$ cat src/rtl/ifetch_q_pkg.sv
// Shared definitions for the instruction fetch queue: data width and FSM
// state encodings.
package ifetch_q_pkg;

    localparam int FULLW = 32;

    // state    | meaning
    // ST_IDLE  | reset state, nothing issued
    // ST_PRIME | one cycle advancing the PC to a valid fetch address
    // ST_RUN   | issuing fetches whenever credit allows
    typedef enum logic [1:0] {
        ST_IDLE  = 2'd0,
        ST_PRIME = 2'd1,
        ST_RUN   = 2'd2
    } ifq_state_e;

    // Width of occupancy/outstanding counters: must be able to hold DEPTH itself.
    function automatic int cnt_width(input int depth);
        return $clog2(depth) + 1;
    endfunction

endpackage

$ cat src/rtl/ifetch_q_slots.sv
// ifq_slots: circular slot storage for the fetch queue. Each slot holds the
// fetch address (written on allocate) and the returned instruction (written
// on fill). Slots are allocated, filled and retired strictly in order.
module ifq_slots
    import ifetch_q_pkg::*;
#(
    parameter int DEPTH = 4
) (
    input  logic             clk,
    input  logic             reset,
    input  logic             clear,
    input  logic             alloc,
    input  logic [FULLW-1:0] alloc_addr,
    input  logic             fill,
    input  logic [FULLW-1:0] fill_data,
    input  logic             retire,
    output logic             head_filled,
    output logic [FULLW-1:0] head_data,
    output logic [FULLW-1:0] head_addr
);

    localparam int PW = $clog2(DEPTH);

    logic [PW-1:0]    alloc_ptr;
    logic [PW-1:0]    fill_ptr;
    logic [PW-1:0]    ret_ptr;
    logic [DEPTH-1:0] filled;
    logic [DEPTH-1:0] filled_nxt;
    logic             bypass_hit;
    logic [FULLW-1:0] addr_mem [DEPTH];
    logic [FULLW-1:0] data_mem [DEPTH];

    // A fill and retire of the same slot can only be a bypassed response:
    // it leaves the slot without ever being stored.
    always_comb begin
        bypass_hit = fill && retire && (fill_ptr == ret_ptr);
        filled_nxt = filled;
        if (fill) begin
            filled_nxt[fill_ptr] = 1'b1;
        end
        if (retire) begin
            filled_nxt[ret_ptr] = 1'b0;
        end
    end

    // Pointers and filled flags; clear (flush) empties the queue.
    always_ff @(posedge clk or posedge reset) begin
        if (reset) begin
            alloc_ptr <= '0;
            fill_ptr  <= '0;
            ret_ptr   <= '0;
            filled    <= '0;
        end else if (clear) begin
            alloc_ptr <= '0;
            fill_ptr  <= '0;
            ret_ptr   <= '0;
            filled    <= '0;
        end else begin
            if (alloc) begin
                alloc_ptr <= alloc_ptr + PW'(1);
            end
            if (fill) begin
                fill_ptr <= fill_ptr + PW'(1);
            end
            if (retire) begin
                ret_ptr <= ret_ptr + PW'(1);
            end
            filled <= filled_nxt;
        end
    end

    // Slot payload storage; contents are only observed behind the filled flags.
    always_ff @(posedge clk) begin
        if (alloc) begin
            addr_mem[alloc_ptr] <= alloc_addr;
        end
        if (fill && !bypass_hit) begin
            data_mem[fill_ptr] <= fill_data;
        end
    end

    assign head_filled = filled[ret_ptr];
    assign head_data   = data_mem[ret_ptr];
    assign head_addr   = addr_mem[ret_ptr];

endmodule

$ cat src/rtl/ifetch_q.sv
// ifetch_q: instruction fetch queue between the program counter, the
// instruction memory and decode. Issues fetches while credit allows, keeps
// responses in order and drops responses belonging to flushed fetches.
// Optional feature macro: IFQ_BYPASS_EN -- a response arriving to an empty
// queue is presented to decode in its arrival cycle.
module ifetch_q
    import ifetch_q_pkg::*;
#(
    parameter int DEPTH = 4
) (
    input  logic             clk,
    input  logic             reset,
    input  logic [FULLW-1:0] iaddr,
    output logic             mod_en,
    input  logic             flush,
    output logic             mem_req,
    output logic [FULLW-1:0] mem_addr,
    input  logic             mem_rvalid,
    input  logic [FULLW-1:0] mem_rdata,
    output logic             inst_valid,
    input  logic             inst_ready,
    output logic [FULLW-1:0] inst_out,
    output logic [FULLW-1:0] inst_pc
);

    localparam int CW = cnt_width(DEPTH);
    localparam logic [CW:0] DEPTH_U = (CW+1)'(DEPTH);

    ifq_state_e    state;
    ifq_state_e    state_nxt;
    logic [CW-1:0] occ_cnt;
    logic [CW-1:0] pend_cnt;
    logic [CW-1:0] disc_cnt;
    logic [CW-1:0] occ_nxt;
    logic [CW-1:0] pend_nxt;
    logic [CW-1:0] disc_nxt;
    logic [CW:0]   usage;
    logic [CW:0]   inflight;
    logic          credit;
    logic          issue;
    logic          resp_drop;
    logic          resp_fill;
    logic          byp;
    logic          retire;
    logic          head_filled;
    logic [FULLW-1:0] head_data;
    logic [FULLW-1:0] head_addr;

    // State register.
    always_ff @(posedge clk or posedge reset) begin
        if (reset) begin
            state <= ST_IDLE;
        end else begin
            state <= state_nxt;
        end
    end

    // Next state: flush always restarts through PRIME.
    always_comb begin
        state_nxt = state;
        if (flush) begin
            state_nxt = ST_PRIME;
        end else begin
            case (state)
                ST_IDLE:  state_nxt = ST_PRIME;
                ST_PRIME: state_nxt = ST_RUN;
                ST_RUN:   state_nxt = ST_RUN;
                default:  state_nxt = ST_IDLE;
            endcase
        end
    end

    // Credit and request outputs; pending discards occupy credit too.
    always_comb begin
        usage    = {1'b0, occ_cnt} + {1'b0, disc_cnt};
        credit   = usage < DEPTH_U;
        issue    = (state == ST_RUN) && credit && !flush;
        mod_en   = issue || ((state == ST_PRIME) && !flush);
        mem_req  = issue;
        mem_addr = issue ? iaddr : '0;
    end

    // Response classification: stale responses are dropped first, unsolicited ones ignored.
    always_comb begin
        resp_drop = mem_rvalid && (disc_cnt != '0);
        resp_fill = mem_rvalid && (disc_cnt == '0) && (pend_cnt != '0);
    end

    // Decode-side presentation of the head slot (or a bypassed response).
    always_comb begin
`ifdef IFQ_BYPASS_EN
        byp = resp_fill && !head_filled;
`else
        byp = 1'b0;
`endif
        inst_valid = head_filled || byp;
        inst_out   = head_filled ? head_data : (byp ? mem_rdata : '0);
        inst_pc    = inst_valid ? head_addr : '0;
        retire     = inst_valid && inst_ready;
    end

    // Counter updates; a response in the flush cycle counts as already returned.
    always_comb begin
        inflight = {1'b0, pend_cnt} + {1'b0, disc_cnt};
        if (flush) begin
            occ_nxt  = '0;
            pend_nxt = '0;
            disc_nxt = CW'(inflight - (CW+1)'(mem_rvalid && (inflight != '0)));
        end else begin
            occ_nxt  = occ_cnt + CW'(issue) - CW'(retire);
            pend_nxt = pend_cnt + CW'(issue) - CW'(resp_fill);
            disc_nxt = disc_cnt - CW'(resp_drop);
        end
    end

    // Counter registers.
    always_ff @(posedge clk or posedge reset) begin
        if (reset) begin
            occ_cnt  <= '0;
            pend_cnt <= '0;
            disc_cnt <= '0;
        end else begin
            occ_cnt  <= occ_nxt;
            pend_cnt <= pend_nxt;
            disc_cnt <= disc_nxt;
        end
    end

    ifq_slots #(
        .DEPTH (DEPTH)
    ) u_slots (
        .clk         (clk),
        .reset       (reset),
        .clear       (flush),
        .alloc       (issue),
        .alloc_addr  (iaddr),
        .fill        (resp_fill),
        .fill_data   (mem_rdata),
        .retire      (retire),
        .head_filled (head_filled),
        .head_data   (head_data),
        .head_addr   (head_addr)
    );

endmodule

$ cat config.mk
export PLATFORM = sky130hd
export DESIGN_NAME = ifetch_q
export DESIGN_NICKNAME = d
export VERILOG_FILES = /design/src/rtl/ifetch_q_pkg.sv /design/src/rtl/ifetch_q_slots.sv /design/src/rtl/ifetch_q.sv
export SDC_FILE = /design/constraint.sdc
export NUM_CORES = 1
export LEC_CHECK = 0
export BUFFER_PORTS_ARGS = -buffer_cell sky130_fd_sc_hd__buf_4
export CAP_MARGIN = 20
export CORE_ASPECT_RATIO = 0.5
export CORE_UTILIZATION = 57
export DETAILED_ROUTE_END_ITERATION = 10
export PLACE_DENSITY = 0.9
export SKIP_LAST_GASP = 1
export SYNTH_ARGS = -nofsm -noshare
export SYNTH_HDL_FRONTEND = slang
export SYNTH_HIERARCHICAL = 1
export SYNTH_SLANG_ARGS = --single-unit
$ cat constraint.sdc
create_clock -name clk -period 4.8 [get_ports clk]
set_clock_uncertainty 0.1 [all_clocks]
set_input_delay 1.44 -clock clk [delete_from_list [all_inputs] [get_ports clk]]
set_output_delay 1.44 -clock clk [all_outputs]
set_load 0.005 [all_outputs]
* Word level (Yosys, flattened, before mapping)
Memory sizes are Yosys's and may differ from the RTL's. Cells that the tools add are included.
Storage, ports and cells: output and inout port bits 99, memory bits (writable) 256, memories 2, input bits 69, flip-flop bits (word level) 21
Memories:
- u_slots.addr_mem | depth 4, width 32, rd ports 1, clocked after Yosys merged registers in 0, write ports 1, line ifetch_q_slots.sv:30 | logic [FULLW-1:0] addr_mem [DEPTH];
- u_slots.data_mem | depth 4, width 32, rd ports 1, clocked after Yosys merged registers in 0, write ports 1, line ifetch_q_slots.sv:31 | logic [FULLW-1:0] data_mem [DEPTH];
Operators by class: bitwise operators 3, $lt $le $gt $ge 5, reduce and logical (&&, ||, !) cells 25, equality and inequality tests 3, add/sub/neg operators 11, multiplexer cells 27
Operators by type and width (count):
- 2-to-1 mux 32 bit | 3
- 2-to-1 mux 2 bit | 7
- logical AND 1 bit | 13
- 2-to-1 mux 4 bit | 3
- subtractor 3 x 1 -> 3 bit | 4
- 2-to-1 mux 3 bit | 3
- adder 3 x 3 -> 4 bit | 2
- 2-to-1 mux 1 bit | 7
- adder 2 x 1 -> 2 bit (second input constant) | 3
- adder 3 x 1 -> 3 bit | 2
- less-than comparator 2 x 3 -> 1 bit (second input constant) | 2
- nonzero test 2 bit | 3
- nonzero test 3 bit | 2
- AND 4 bit | 1
- demux 1 bit (select 2 bit) | 2
- greater-or-equal comparator 2 x 1 -> 1 bit (second input constant) | 2
- less-than comparator 4 x 3 -> 1 bit (second input constant) | 1
- NOT 4 bit | 1
- OR 4 bit | 1
- case mux 2 bit (2 select lines) | 1
- nonzero test 4 bit | 1
- logical NOT 3 bit | 1
- binary-select mux 1 bit (select 2 bit) | 1
- == test 2 x 1 -> 1 bit (second input constant) | 1
- 6 further kinds | 7

* Depth between registers and ports, before layout
Gate-level depths: netlist of run 1.
depth in word-level cells 9, mapped depth 12, gate-level depth less buffers 10

* By module
Netlist of run 1, hierarchy kept.
By module, submodules not included:
- ifq_slots | instances 1, cells an instance 403, sequential area each 7937.6 µm², area each 9938.3 µm²
- ifetch_q | instances 1, cells an instance 181, sequential area each 275.3 µm², area each 1482.7 µm²

* Least setup slack after synthesis of run 1
Ideal clock, no wire load.
path type input to output, start point input flush, end point output mem_addr[23], stages 4, path slack 0.551 ns, arrival 2.709 ns, path buffers 1, cells stage by stage or4b_4 > a311oi_4 > buf_6 > and2_1
Between the ends: longest elaborated chain between the ends 3
RTL lines:
- start, declared | line ifetch_q.sv:15 | input logic flush,
- logical NOT 1 bit | line ifetch_q.sv:77 | issue = (state == ST_RUN) && credit && !flush;
- logical AND 1 bit | line ifetch_q.sv:77
- via mem_req | line ifetch_q.sv:16 | output logic mem_req,
- 2-to-1 mux 32 bit | line ifetch_q.sv:80 | mem_addr = issue ? iaddr : '0;
- end, declared | line ifetch_q.sv:17 | output logic [FULLW-1:0] mem_addr,
The timed path passes the listed nets, and every way through them passes these cells.

* Worst setup path after layout of run 1
start point input flush, end point output mem_addr[4]
Between the ends: longest elaborated chain between the ends 3
RTL lines (line):
- logical NOT 1 bit | ifetch_q.sv:77
- logical AND 1 bit | ifetch_q.sv:77
- 2-to-1 mux 32 bit | ifetch_q.sv:80
No other way between the ends.

==> results of run 1 <==
[registers in the layout, summed over array words and instances (netlist names)]
register           cells
disc_cnt               3
occ_cnt                3
pend_cnt               3
state                  2
u_slots/addr_mem     128
u_slots/alloc_ptr      2
u_slots/data_mem     128
u_slots/fill_ptr       2
u_slots/filled         4
u_slots/ret_ptr        2
[layout by cell type, fill, tap and decap left out, types with 2 or more instances in the layout]
master	instances
a211oi_1	4
a21o_1	2
a21oi_1	5
a31oi_4	4
and2_1	97
and2_2	4
buf_12	2
buf_4	179
bufinv_16	4
clkbuf_1	3
clkbuf_16	25
clkinv_1	6
clkinv_2	6
dfrtp_1	19
dfrtp_4	2
edfxtp_1	256
fa_1	3
ha_1	28
inv_1	21
mux2i_1	5
mux4_2	65
nand2_1	5
nor2_1	11
nor2b_1	4
xnor2_1	8
xor2_1	4
[cell type report]
type / instances / area [um2] / share of cell area, %
clock buffer: 28 / 637 / 4.61
clock inverter: 16 / 173 / 1.25
inverter: 21 / 78.8 / 0.571
multi-input combinational: 256 / 2980 / 21.6
sequential: 277 / 8220 / 59.5
tap: 266 / 333 / 2.41
timing repair buffer: 181 / 1380 / 10.0
[metal layers]
layer	track usage [%]	share of wire (%)	vias up
li1	-	-	2600
met5	0	0	-
met4	5.26	1.9	0
met2	36.8	52	177
met1	26.7	41	2960
met3	4.18	5.1	28
[final timing paths]
path                                    start              endpoint  cells past startpoint
max                                     flush           mem_addr[4]                      6
min                         u_slots/filled[3]     u_slots/filled[3]                      2
max reg2reg                u_slots/ret_ptr[1]            occ_cnt[2]                      9
min reg2reg                 u_slots/filled[3]     u_slots/filled[3]                      2
max in group asynchronous               reset    u_slots/ret_ptr[1]                      2
min in group asynchronous               reset  u_slots/alloc_ptr[0]                      2
[stage by stage]
step	instance area (um2)	power [mW]	worst slack (ps)
3_5_place_dp	13000	2.99	200
4_1_cts	13800	4.96	189
6_report	13800	4.92	185
2_1_floorplan	11400	2.86	551
3_3_place_gp	13000	2.96	275
5_1_grt	13800	5.07	140
[worst max-delay path: cells and delay by family]
family                 cells  cell delay, ps
AOI/OAI and AO/OA          1             430
buffers and inverters      3             480
and+or+nand+nor            2             710
[power by group]
| part | leakage (nW) | internal [mW] | switching [mW] |
|---|---|---|---|
| Combinational | 2.05 | 0.122 | 0.124 |
| Clock | 0.401 | 1.16 | 0.826 |
| Sequential | 2.58 | 2.66 | 0.0282 |
[cells by family after synthesis]
family | count (synthesis) | synth area share, %
mux | 70 | 13.3
buf+inv | 51 | 2.55
flops | 277 | 71.9
compound gates | 18 | 1.22
fa+ha+maj | 31 | 3.59
simple gates | 125 | 6.55
xor+xnor | 12 | 0.920
==> impl_metrics.toml, run 1 <==
[placement]
dp.cells = 1001
gp_congestion = 0.756
portBuffers = 167
place_hpwl_um = 12900

[worst_setup_path]
r2r_slack_ps = 1310
cp-end-kind = "output pin"
arrival_ps = 3080
required_ps = 3260
worst_setup_path_start_kind = "input port"
crit_fanout = 36
slowest_stage = "or4b_4"
cp_common_cell = "buf_4"
crit_chain = "buf_4 -> or4b_4 -> a311oi_4 -> buf_12 -> and2_1 -> buf_4"
worstSetupPathType = "input port to output pin"
slowest_delay_ps = 540

[route]
vias_per_cell = 5.52
num_vias = 5765
wl_per_cell_um = 20.4
ant_nets = 0
drtIter0Drc = 271
drtPass1Iterations = 4
wirelength_um = 21300
drc = 0

[floorplan]
die_area_mm2 = 0.0206
start_util_pct = 58.4
io_pins = 168
die_w_um = 202
fp-row-count = 36
die_y_um = 102
coreArea_mm2 = 0.0195

[global_routing]
grt_pass1_wl_um = 32400
overflow = 0
grt_max_degree = 70
gr-usage-all-layers_pct = 20.7
grt_pass1_vias = 5963
antenna_found_initial = 0

[timing]
setup_tns_ps = 0
rsz0062_at_grt = "no"
max_freq_mhz = 217
setup_viol = 0
hold_violations = 0
fin_crit_ps = 4620
hold_ws_ps = 507
tightestPinTransition_ps = 845
fin_crit_sh_pct = 96.1
drv_slew = 0
slew_headroom_pct = 43.3

[yosys]
synthTopCellsByCount = "256 x edfxtp_1, 101 x and2_1, 65 x mux4_2, 28 x ha_1"
yosys-top-cells-area = "edfxtp_1 67%, mux4_2 13%, and2_1 5.5%"
yosysWarnings = 6
postSynth.asyncResetShare_pct = 7.58
synthesis.instances = 584
syn_nets = 684
ys.flop_type = "edfxtp_1"
ys_ff_latch = 277
synth_top_area_share_pct = 67.3
synth.distinct_cells = 30
yosysMostFrequentCell = "edfxtp_1"
postSynthAreaPerCell_um2 = 19.6
synth_edf_count = 256
yosysSeqAreaShare_pct = 71.9
yosysTopAreaCell = "edfxtp_1"
netlist_area_mm2 = 0.0114

[hold_path]
hold_path_class = "flop to flop"

[run]
maxCapViolations = 0

[finish]
area_delta_synth_final_pct = 20.9
diodes = 0
fin_nets = 861
post-route-util_pct = 70.6
layout.cells.non_filler = 1045
drive_gt1_share_pct = 37.7
nFillCells = 1192

[power_and_ir_drop]
irDropWorstVdd_mv = 0.248
p_per_area_mw_per_mm2 = 357
p_leak_nw = 5.03

[cts]
cts_tree = "built"
cts_buffer_depth = 3
path_clk_slew_ps = 60
post_cts_buffers = 0
clock_sinks = 277
cts-root-buf = "clkbuf_16"
hold_buffers = 0
numCtsBuffers = 24
clk_latency_ps = 510
htreeDepth = 1
post_cts_resized = 0

[outcome]
status = "finished clean"
No activity file was read; power rests on OpenSTA's default activity.
==> run 2, diff against run 1 <==
--- a/config.mk
+++ b/config.mk
@@ -8,9 +8,9 @@
 export BUFFER_PORTS_ARGS = -buffer_cell sky130_fd_sc_hd__buf_4
 export CAP_MARGIN = 20
 export CORE_ASPECT_RATIO = 0.5
-export CORE_UTILIZATION = 57
+export CORE_UTILIZATION = 51
 export DETAILED_ROUTE_END_ITERATION = 10
-export PLACE_DENSITY = 0.9
+export PLACE_DENSITY = 0.82
 export SKIP_LAST_GASP = 1
 export SYNTH_ARGS = -nofsm -noshare
 export SYNTH_HDL_FRONTEND = slang
==> run 2 against run 1 <==
  * Total power down 1.7%
  * Wire length up 0.96%
  * Flip-flop and latch count unchanged
  * Cell count up 3.3%
  * Maximum frequency up 1.4%
  * Sequential power about the same
  * Sequential share of layout area down 0.19 points
  * Largest power group unchanged
  * Critical endpoint is now mem_addr[31]
  * Setup slack better by 65 ps
  * Non-clock buffer count unchanged
==> impl_metrics.toml, run 2 (synthesis gave the netlist of run 1 again) <==
[global_routing]
grt_pass1_vias = 5971
overflow = 0
antenna_found_initial = 0
gr-usage-all-layers_pct = 19.0
grt_max_degree = 70
grt_pass1_wl_um = 32700

[floorplan]
die_y_um = 108
die_w_um = 214
die_area_mm2 = 0.0230
io_pins = 168
start_util_pct = 52.3
fp-row-count = 38
coreArea_mm2 = 0.0218

[power_and_ir_drop]
seqPwrFrac_pct = 55.6
comb_power_share_pct = 4.9
p_int_mw = 3.86
switching_share_pct = 20.3
p_leak_nw = 5.01
p_switching_mw = 0.980
clock_power_share_pct = 39.5
p_per_area_mw_per_mm2 = 349
irDropWorstVdd_mv = 0.268

[timing]
rsz0062_at_grt = "no"
fin_crit_ps = 4550
hold_violations = 0
setup_ws_ps = 250
slew_headroom_pct = 43.3
drv_slew = 0
max_freq_mhz = 220
fin_crit_sh_pct = 94.8
setup_viol = 0
tightestPinTransition_ps = 844
setup_tns_ps = 0

[cts]
clock_sinks = 277
post_cts_resized = 0
cts_tree = "built"
hold_buffers = 0
cts_buffer_depth = 3
clk_latency_ps = 520
cts-root-buf = "clkbuf_16"
numCtsBuffers = 25
post_cts_buffers = 0
path_clk_slew_ps = 60
htreeDepth = 1

[finish]
fin_nets = 862
layout_commonest_cell = "edfxtp_1"
top_regs = "u_slots/addr_mem x128, u_slots/data_mem x128, u_slots/filled x4"
mostFrequentLayoutCells = "256 x edfxtp_1, 176 x buf_4, 97 x and2_1"
drive_gt1_share_pct = 37.6
design_area_mm2 = 0.0139
diodes = 0
area_delta_synth_final_pct = 21.3

[worst_setup_path]
slowest_stage = "or4b_4"
arrival_ps = 3010
crit_chain = "buf_4 -> or4b_4 -> a311oi_4 -> buf_4 -> and2_1 -> buf_4"
worstSetupPathType = "input port to output pin"
cp-end-kind = "output pin"
crit_fanout = 27
cp_common_cell = "buf_4"
required_ps = 3260
slowest_delay_ps = 540
worst_setup_path_start_kind = "input port"

[placement]
portBuffers = 167
place_hpwl_um = 12800
place_area_mm2 = 0.0131
gp_congestion = 0.759
place_ws_ps = 242

[route]
wl_per_cell_um = 19.9
wirelength_um = 21500
drtIter0Drc = 319
vias_per_cell = 5.31
num_vias = 5730
drtPass1Iterations = 4
drc = 0
ant_nets = 0

[outcome]
status = "finished clean"

[run]
maxCapViolations = 0

[hold_path]
hold_path_class = "flop to flop"
==> run 2: cell types whose count changed in the layout (fill, tap and decap cells not counted), sizes merged <==
cell and delta:
clkinv -6, clkinvlp +2, bufinv -2, clkbuf +6
==> run 2: critical path: cells and delay by family <==
family / cells / cell delay [ps]
simple gates: 2 / 730
buf+inv: 3 / 560
compound gates: 1 / 290
==> run 2: power groups by stage <==
stage               registers, mW  logic, mW  clock network [mW]
floorplan                    2.74      0.125                   0
global placement             2.74      0.227                   0
detailed placement           2.74      0.239                   0
CTS                          2.69      0.242                1.96
global route                 2.69      0.271                2.05
finish                       2.69      0.238                1.91
==> run 2: cell type report <==
cell class / instances / area (um2)
Timing Repair Buffer: 181 / 1420
Clock inverter: 10 / 115
Sequential cell: 277 / 8220
Tap cell: 300 / 375
Multi-Input combinational cell: 256 / 2980
Clock buffer: 34 / 659
Inverter: 21 / 78.8
Fill cell: 1490 / 7970
==> run 2: through the flow <==
| stage | hold slack (ps) | total power, mW | utilization, % | instances |
|---|---|---|---|---|
| after floorplan | 438 | 2.86 | - | 584 |
| after global placement | 461 | 2.97 | 59.9 | 1035 |
| after detailed placement | 479 | 2.98 | 59.9 | 1035 |
| after CTS | 494 | 4.89 | 63.5 | 1079 |
| after global routing | 536 | 5.01 | 63.5 | 1079 |
| final | 488 | 4.84 | 63.5 | 1079 |
==> run 2: path summary, 6_finish.rpt <==
path                                       from              endpoint  slack, ps  depth (start not counted)
max                                       flush          mem_addr[31]        250                          6
min                        u_slots/alloc_ptr[1]  u_slots/alloc_ptr[1]        490                          2
max reg2reg                  u_slots/ret_ptr[1]            occ_cnt[2]       1460                          9
min reg2reg                u_slots/alloc_ptr[1]  u_slots/alloc_ptr[1]        490                          2
max in group asynchronous                 reset    u_slots/ret_ptr[1]       3440                          2
min in group asynchronous                 reset   u_slots/fill_ptr[1]        820                          2
==> run 2: routing by layer <==
metal | global-route usage, % | vias to the layer above | part of all wire [%]
met1 | 24.8 | 2942 | 41
met4 | 3.62 | 0 | 1.0
met5 | 0 | - | 0
li1 | - | 2604 | -
met2 | 33.2 | 163 | 52
met3 | 4.20 | 21 | 6.1
==> run 3, diff against run 2 <==
--- a/config.mk
+++ b/config.mk
@@ -7,12 +7,15 @@
 export LEC_CHECK = 0
 export BUFFER_PORTS_ARGS = -buffer_cell sky130_fd_sc_hd__buf_4
 export CAP_MARGIN = 20
+export CELL_PAD_IN_SITES_DETAIL_PLACEMENT = 0
+export CELL_PAD_IN_SITES_GLOBAL_PLACEMENT = 2
 export CORE_ASPECT_RATIO = 0.5
-export CORE_UTILIZATION = 51
+export CORE_UTILIZATION = 43
 export DETAILED_ROUTE_END_ITERATION = 10
-export PLACE_DENSITY = 0.82
+export PLACE_DENSITY = 0.9
 export SKIP_LAST_GASP = 1
 export SYNTH_ARGS = -nofsm -noshare
 export SYNTH_HDL_FRONTEND = slang
 export SYNTH_HIERARCHICAL = 1
 export SYNTH_SLANG_ARGS = --single-unit
+export TNS_END_PERCENT = 100
==> run 3 against run 2 <==
  * Via count shrank 1.2%
  * Sequential power is essentially flat
  * Non-clock buffer count grew 1
  * Flip-flop and latch count is the same
  * Die area grew 18%
  * Combinational power is essentially flat
  * Sequential share of layout area shrank 0.71 points
  * Global-route usage shrank 3.1 points
  * Cell count grew 4.3%
  * Count of clock-buffer cells in the layout shrank 4
  * Critical path depth is the same
  * Clock power grew 9.9%
  * Critical path type unchanged
  * Critical endpoint is now mem_addr[20]
==> impl_metrics.toml, run 3 (synthesis gave the netlist of run 1 again) <==
[cts]
clk_latency_ps = 540
clock_sinks = 277
cts_tree = "built"
post_cts_resized = 0
post_cts_buffers = 0
hold_buffers = 0
numCtsBuffers = 26
htreeDepth = 1
cts_buffer_depth = 3
cts-root-buf = "clkbuf_16"
path_clk_slew_ps = 60

[route]
drc = 0
drtPass1Iterations = 6
vias_per_cell = 5.03
num_vias = 5661
ant_nets = 0
wirelength_um = 21700
wl_per_cell_um = 19.3
drtIter0Drc = 279

[global_routing]
grt_pass1_wl_um = 32500
gr-usage-all-layers_pct = 15.9
grt_max_degree = 70
antenna_found_initial = 0
grt_pass1_vias = 5758
overflow = 0

[finish]
multi_input_comb_area_mm2 = 0.00298
fin_nets = 864
seqCellArea_mm2 = 0.00822
layout_commonest_cell = "edfxtp_1"
top_regs = "u_slots/addr_mem x128, u_slots/data_mem x128, u_slots/filled x4"
drive_gt1_share_pct = 37.9
area_delta_synth_final_pct = 22.8
mostFrequentLayoutCells = "256 x edfxtp_1, 176 x buf_4, 97 x and2_1"
nFillCells = 2004

[timing]
setup_tns_ps = 0
drv_slew = 0
setup_ws_ps = 307
tightestPinTransition_ps = 1030
fin_crit_ps = 4490
hold_violations = 0
setup_viol = 0
max_freq_mhz = 223
slew_headroom_pct = 31.2
rsz0062_at_grt = "no"
fin_crit_sh_pct = 93.6

[power_and_ir_drop]
p_leak_nw = 5.06
p_per_area_mw_per_mm2 = 358
irDropWorstVdd_mv = 0.257

[outcome]
status = "finished clean"

[worst_setup_path]
crit_fanout = 36
cp-end-kind = "output pin"
worstSetupPathType = "input port to output pin"
worst_setup_path_start_kind = "input port"
arrival_ps = 2950
required_ps = 3260

[placement]
place_hpwl_um = 12900
gp_congestion = 0.757
place_ws_ps = 295
portBuffers = 167

[floorplan]
io_pins = 168
fp-row-count = 41
coreArea_mm2 = 0.0256
die_area_mm2 = 0.0273
start_util_pct = 44.5
die_w_um = 232
die_y_um = 117

[hold_path]
hold_path_class = "flop to flop"

[run]
maxCapViolations = 0
## run 3: layout make-up
| type | count | share of cell area [%] |
|---|---|---|
| Antenna cell | 1 | 0.0178 |
| Clock buffer | 30 | 4.90 |
| Clock inverter | 14 | 1.27 |
| Inverter | 21 | 0.562 |
| Multi-Input combinational cell | 256 | 21.3 |
| Sequential cell | 277 | 58.6 |
| Tap cell | 344 | 3.07 |
| Timing Repair Buffer | 182 | 10.3 |
## run 3: routing by layer
layer	track usage [%]	vias up	share of wire, %
li1	-	2614	-
met1	20.0	2925	42
met2	28.7	92	53
met3	3.37	30	3.9
met4	3.79	0	1.7
met5	0	-	0
## run 3: worst paths after layout
kind / depth (start not counted) / end / from / slack [ps]
setup / recovery: 6 / mem_addr[20] / flush / 310
min in group asynchronous: 2 / u_slots/fill_ptr[0] / reset / 800
hold / removal: 2 / u_slots/alloc_ptr[1] / u_slots/alloc_ptr[1] / 480
max in group asynchronous: 2 / state[0] / reset / 3440
setup reg to reg: 10 / occ_cnt[2] / u_slots/ret_ptr[0] / 1700
hold reg to reg: 2 / u_slots/alloc_ptr[1] / u_slots/alloc_ptr[1] / 480
## run 3: power by group
group | switching [mW] | total [mW] | internal, mW | leakage [nW]
registers | 0.0268 | 2.69 | 2.66 | 2.58
logic | 0.116 | 0.236 | 0.120 | 2.06
clock network | 0.859 | 2.10 | 1.24 | 0.419
total | 1.00 | 5.02 | 4.02 | 5.06
## run 3: critical path, stage by stage
cell	delay (ps)
buf_4	120
or4b_4	540
a311oi_4	340
buf_12	240
and2_1	160
buf_4	110
## run 3: per-stage QoR
stage | hold WS (ps) | instance area, um2 | util, % | std cells | power, mW
final | 485 | 14000 | 54.7 | 1125 | 5.02
after floorplan | 438 | 11400 | - | 584 | 2.86
after global routing | 532 | 14000 | 54.6 | 1124 | 5.20
after detailed placement | 475 | 13200 | 51.3 | 1080 | 2.98
after CTS | 491 | 14000 | 54.6 | 1124 | 5.08
after global placement | 469 | 13200 | 51.3 | 1080 | 2.97
